==> config.mk <==
export PLATFORM = sky130hd
export DESIGN_NAME = moore11011_l
export DESIGN_NICKNAME = d
export VERILOG_FILES = /design/src/rtl/moore11011_l_pkg.sv /design/src/rtl/moore11011_l.sv
export SDC_FILE = /design/constraint.sdc
export NUM_CORES = 1
export LEC_CHECK = 0
export CORE_AREA = 2 2 39 41
export CTS_CLUSTER_SIZE = 10
export DETAILED_ROUTE_END_ITERATION = 8
export DIE_AREA = 0 0 41 43
export GPL_ROUTABILITY_DRIVEN = 0
export HOLD_SLACK_MARGIN = 0.03
export PLACE_DENSITY = 0.42
export SKIP_CTS_REPAIR_TIMING = 1
export SLEW_MARGIN = 20
export SYNTH_ARGS = -nofsm -noshare
export SYNTH_HDL_FRONTEND = slang
export SYNTH_SLANG_ARGS = --single-unit
==> constraint.sdc <==
create_clock -name clk -period 1.2 [get_ports clk]
set_input_delay 0.18 -clock clk [delete_from_list [all_inputs] [get_ports clk]]
set_output_delay 0.18 -clock clk [all_outputs]
set_load 0.01 [all_outputs]
==> src/rtl/moore11011_l_pkg.sv <==
// Shared types and constants for the overlapping 11011 Moore sequence detector.
package moore11011_l_pkg;

  // Each state is named after the longest prefix of 11011 seen so far.
  typedef enum logic [2:0] {
    S0 = 3'd0,
    S1 = 3'd1,
    S2 = 3'd2,
    S3 = 3'd3,
    S4 = 3'd4,
    S5 = 3'd5
  } state_e;

  localparam logic [4:0]  PATTERN     = 5'b11011;
  localparam int unsigned PATTERN_LEN = 5;

endpackage

==> src/rtl/moore11011_l.sv <==
// Overlapping Moore detector for the serial pattern 11011 (first bit first).
// out is a registered decode of the next state, so it is glitch-free and tracks state==S5.
module moore11011_l
  import moore11011_l_pkg::*;
(
  output logic out,
  input  logic in,
  input  logic clk,
  input  logic rst
);

  state_e r_state;
  state_e w_next;
  logic   r_out;

  always_comb begin
    w_next = S0;
    case (r_state)
      S0:      w_next = in ? S1 : S0;
      S1:      w_next = in ? S2 : S0;
      S2:      w_next = in ? S2 : S3;
      S3:      w_next = in ? S4 : S0;
      S4:      w_next = in ? S5 : S0;
      // A completed match leaves "11" or "110" as a reusable suffix.
      S5:      w_next = in ? S2 : S3;
      default: w_next = S0;
    endcase
  end

  always_ff @(posedge clk or posedge rst) begin
    if (rst) begin
      r_state <= S0;
      r_out   <= 1'b0;
    end else begin
      r_state <= w_next;
      r_out   <= (w_next == S5);
    end
  end

  assign out = r_out;

endmodule

==> results of run 1 <==
-- state kept, by name, indices dropped and copies added (netlist names) --
| signal | cells |
|---|---|
| out | 1 |
| r_state | 3 |
-- metal layers --
layer / part of all wire / track usage / up-vias
met4: 0 / 0.0600 / 0
li1: - / - / 76
met3: 0.072 / 0.0471 / 0
met1: 0.47 / 0.0489 / 76
met5: 0 / 0 / -
met2: 0.46 / 0.0813 / 4
-- cell usage in the layout, fill, tap and decap left out --
cell type,instances
or3b_1,1
nor4bb_1,1
and3_2,1
nor4b_1,1
clkbuf_4,3
nand3b_1,1
buf_4,1
dfrtp_1,4
a211o_1,1
o22ai_1,1
nand2b_1,2
inv_1,1
dlymetal6s2s_1,1
nor2_1,2
a21boi_1,1
clkdlybuf4s50_1,2
-- layout make-up --
type                            count  area [um^2]  share of cell area
Multi-Input combinational cell     12         85.1               0.313
Sequential cell                     4          100               0.369
Clock buffer                        3         22.5              0.0829
Tap cell                           16         20.0              0.0737
Inverter                            1         3.75              0.0138
Timing Repair Buffer                4         40.0               0.147
-- worst max-delay path, delay by kind of cell (launching register included) --
family | cells | cell delay [ps]
simple gates | 1 | 390
flops | 1 | 430
compound gates | 1 | 130
-- cell usage after synthesis (all sizes together) --
cell type,number,share of area
nor4bb,1,0.053
nor2,2,0.040
inv,1,0.020
and3,1,0.040
o22ai,1,0.033
or3b,1,0.046
a211o,1,0.046
nand3b,1,0.040
dfrtp,4,0.53
nand2b,2,0.066
a21boi,1,0.040
nor4b,1,0.046
-- through the flow --
stage	hold slack [ps]	utilization	worst slack (ps)	std cells	power (mW)
after floorplan	-53.9	-	248	17	0.317
after global placement	374	0.178	29.8	37	0.349
after detailed placement	370	0.178	-5.96	37	0.365
after CTS	127	0.194	-66.3	40	0.538
after global routing	148	0.196	104	40	0.564
final	124	0.196	159	40	0.531
-- worst max-delay path by stage --
stage                            to  cells past startpoint  slack (ps)                  from
3_5_place_dp   r_state[0]$_DFF_PP0_                      3          -6                    in
4_1_cts                         out                      1         -70         out$_DFF_PP0_
2_1_floorplan  r_state[2]$_DFF_PP0_                      2         250  r_state[1]$_DFF_PP0_
5_1_grt        r_state[2]$_DFF_PP0_                      2         100  r_state[1]$_DFF_PP0_
6_report       r_state[2]$_DFF_PP0_                      2         160  r_state[1]$_DFF_PP0_
3_3_place_gp   r_state[0]$_DFF_PP0_                      3          30                    in
-- power by group through the flow --
stage               Combinational (mW)  Clock (mW)  Sequential, mW
floorplan                       0.0949           0           0.222
global placement                 0.115           0           0.233
detailed placement               0.127           0           0.238
CTS                              0.126       0.174           0.238
global route                     0.134       0.182           0.248
finish                           0.123       0.169           0.240
-- cell families after synthesis --
| family | synth area share |
|---|---|
| flip-flops | 0.530 |
| buffers and inverters | 0.0198 |
| AND/OR/NAND/NOR | 0.331 |
| AO/OA/AOI/OAI | 0.119 |
==> flow_summary.ini, run 1 <==
[status]
status = complete, no violations

[logic_synthesis]
synth-seq-cells = 4
postSynthAreaPerCell_um2 = 11.1
synth_fp_nets = 20
syn_area_um2 = 189
ys_warn_count = 0
synth_cells = 17
yosysSeqAreaShare = 0.530
synth_cell_types = 12

[drt]
drc_errors = 0
viasPerCell = 3.90
dr.pass1.iters = 2
avgRoutedWirePerCell_um = 9.73
wl_um = 389
drtAntennaViolNets = 0
num_vias = 156
drt_iter0_markers = 3

[placed_design]
placed_cell_area_um2 = 246
dp_hpwl_um = 282
portBuffers = 3

[critical_path]
r2r_cells = 2
endpoint_kind = register
crit_type = reg2reg
critPathArrivalTime_ps = 1190
slowest_delay_ps = 430
crit_required_ps = 1350
crit_path_max_fanout = 7
critPathSlowestCell = dfrtp_1
r2r_slack_ps = 160
rr_startpoint = r_state[1]$_DFF_PP0_
rr_endpoint = r_state[2]$_DFF_PP0_
cp-start-kind = register
cp_cell_sequence = or3b_1 > a21boi_1

[pwr]
p_sw_frac = 0.310
clkPwrFrac = 0.318
power_density_nw_per_um2 = 1960
p_int_mw = 0.366
p_seq_frac = 0.451
total_leakage_power_nw = 0.138
p_switching_mw = 0.165
pwr-share-comb = 0.231
irDropWorstVdd_v = 0.000392

[cells_and_area]
drive_gt1_frac = 0.208
diodes = 0
fill_cells = 155
final_cell_area_um2 = 272
nNetsFinal = 29
area_growth_pct = 43.7

[sta]
grt_setup_unrepaired = no
finalSetupViolations = 0
finalMaxSlewViolations = 0
relSlewSlack = 0.824
fin_tns_setup_ps = 0
hold_viol_final = 0
timing.fmax_ghz = 0.961
finalCriticalPeriod_ps = 1040
fin_skew_ps = 5.38
final.period_utilization = 0.867
tightest_slew_ps = 260

[job]
cap_violations = 0

[global_route]
grt_max_degree = 8
grt_usage = 0.0595
grt_pass1_wl_um = 634
antenna_found_initial = 0
grt_pass1_vias = 162
grt.overflow.total = 0

[die]
core-area_um2 = 1380
initial_core_util = 0.137
chipHeight_um = 43
io_pins = 4
die_area_um2 = 1760
fp.dieW_um = 41
num_rows = 14

[clocking]
root_buffer = clkbuf_4
numCtsBuffers = 3
cts_max_level = 1
cts_tree = yes
clk_pin_slew_ps = 40
clockBufferDepth = 2
clkLatencyLatePin_ps = 240
cts.sinks = 4

[hold_path]
min_path_type = in2async
Note: power is estimated with default switching activity, not from simulation.
==> run 2, diff against run 1 <==
--- a/config.mk
+++ b/config.mk
@@ -5,6 +5,7 @@
 export SDC_FILE = /design/constraint.sdc
 export NUM_CORES = 1
 export LEC_CHECK = 0
+export ABC_CLOCK_PERIOD_IN_PS = 1200
 export CORE_AREA = 2 2 39 41
 export CTS_CLUSTER_SIZE = 10
 export DETAILED_ROUTE_END_ITERATION = 8
==> results of run 2 <==
Same layout as run 1: the final DEF is identical, and so are final timing and power.
==> run 3, diff against run 2 <==
--- a/config.mk
+++ b/config.mk
@@ -13,7 +13,6 @@
 export GPL_ROUTABILITY_DRIVEN = 0
 export HOLD_SLACK_MARGIN = 0.03
 export PLACE_DENSITY = 0.42
-export SKIP_CTS_REPAIR_TIMING = 1
 export SLEW_MARGIN = 20
 export SYNTH_ARGS = -nofsm -noshare
 export SYNTH_HDL_FRONTEND = slang
==> flow_summary.ini, run 3 (synthesis gave the netlist of run 1 again) <==
[placed_design]
place_inst = 37
dp_hpwl_um = 282
portBuffers = 3

[critical_path]
cp_cell_sequence = or3b_1 > a21boi_1
rr_endpoint = r_state[2]$_DFF_PP0_
cp-start-kind = register
endpoint_kind = register
critPathSlowestCell = dfrtp_1
crit_type = reg2reg
r2r_slack_ps = 160
r2r_cells = 2
rr_startpoint = r_state[1]$_DFF_PP0_
crit_path_max_fanout = 7
slowest_delay_ps = 430
crit_required_ps = 1350
critPathArrivalTime_ps = 1190

[die]
core-area_um2 = 1380
die_area_um2 = 1760
chipHeight_um = 43
fp.dieW_um = 41
num_rows = 14
initial_core_util = 0.137
io_pins = 4

[clocking]
clk_pin_slew_ps = 40
post_cts_resized = 1
postCtsHoldBufs = 0
numCtsBuffers = 3
clockBufferDepth = 2
root_buffer = clkbuf_4
cts_tree = yes
post_cts_buffers = 0
cts_max_level = 1
cts.sinks = 4
clkLatencyLatePin_ps = 240

[sta]
whs_ps = 124
fin_tns_setup_ps = 0
grt_setup_unrepaired = no
tightest_slew_ps = 260
finalCriticalPeriod_ps = 1040
fin_skew_ps = 5.38
finalMaxSlewViolations = 0
final.period_utilization = 0.867
relSlewSlack = 0.824
timing.fmax_ghz = 0.961
finalSetupViolations = 0
hold_viol_final = 0

[cells_and_area]
final_core_util = 0.193
final_common_cell = dfrtp_1
area_growth_pct = 41.7
diodes = 0
largest_register_ffs = 3
multi_input_area_um2 = 85.1
fill_cells = 157
drive_gt1_frac = 0.208
final_cells = 40
layout_common_cells = dfrtp_1 (4), clkbuf_4 (3), nor2_1 (2), nand2b_1 (2), clkdlybuf4s50_1 (2)
largest-register = r_state
nNetsFinal = 29
seq_area_um2 = 100

[hold_path]
min_path_type = in2async

[pwr]
power_density_nw_per_um2 = 1980
total_leakage_power_nw = 0.124
irDropWorstVdd_v = 0.000392
power.total_mw = 0.530

[global_route]
antenna_found_initial = 0
grt_usage = 0.0595
grt_pass1_vias = 162
grt.overflow.total = 0
grt_max_degree = 8
grt_pass1_wl_um = 634

[drt]
num_vias = 156
avgRoutedWirePerCell_um = 9.68
drt_iter0_markers = 3
wl_um = 387
drtAntennaViolNets = 0
viasPerCell = 3.90
dr.pass1.iters = 2
drc_errors = 0

[job]
cap_violations = 0

[status]
status = complete, no violations
[run 3: changes by cell type in the layout (fill, tap and decap cells not counted), sizes merged]
cell	delta
dlymetal6s2s	-1
dlygate4sd2	+1
[run 3: layout make-up]
class / count / share of cell area
sequential: 4 / 0.374
multi-input combinational: 12 / 0.318
timing repair buffer: 4 / 0.136
clock buffer: 3 / 0.0841
tap: 16 / 0.0748
inverter: 1 / 0.0140
[run 3: per-stage QoR]
stage,instance area (um^2),setup WS [ps]
2_1_floorplan,189,248
3_3_place_gp,246,29.8
3_5_place_dp,246,-5.96
4_1_cts,268,151
5_1_grt,268,104
6_report,268,159
[run 3: worst max-delay path: cells and delay by family (launching register included)]
family | cells | cell delay, ps
flip-flops | 1 | 430
AO/OA/AOI/OAI | 1 | 130
AND/OR/NAND/NOR | 1 | 390
[run 3: per-layer routing]
layer  vias to the layer above  part of all wire  global-route usage  routed length [um]
li1                         76                 -                   -                   -
met1                        76              0.47              0.0489                 182
met2                         4              0.46              0.0813                 177
met3                         0             0.067              0.0471                  26
met4                         0                 0              0.0600                   0
met5                         -                 0                   0                   0
[run 3: worst max path at each step]
| stage | startpoint | end | slack, ps |
|---|---|---|---|
| 5_1_grt | r_state[1]$_DFF_PP0_ | r_state[2]$_DFF_PP0_ | 100 |
| 2_1_floorplan | r_state[1]$_DFF_PP0_ | r_state[2]$_DFF_PP0_ | 250 |
| 6_report | r_state[1]$_DFF_PP0_ | r_state[2]$_DFF_PP0_ | 160 |
| 4_1_cts | out$_DFF_PP0_ | out | 150 |
| 3_3_place_gp | in | r_state[0]$_DFF_PP0_ | 30 |
| 3_5_place_dp | in | r_state[0]$_DFF_PP0_ | -6 |
[run 3: report_power, final]
part | internal, mW | switching, mW
registers | 0.176 | 0.0635
logic | 0.0772 | 0.0446
clock network | 0.112 | 0.0567
total | 0.365 | 0.165
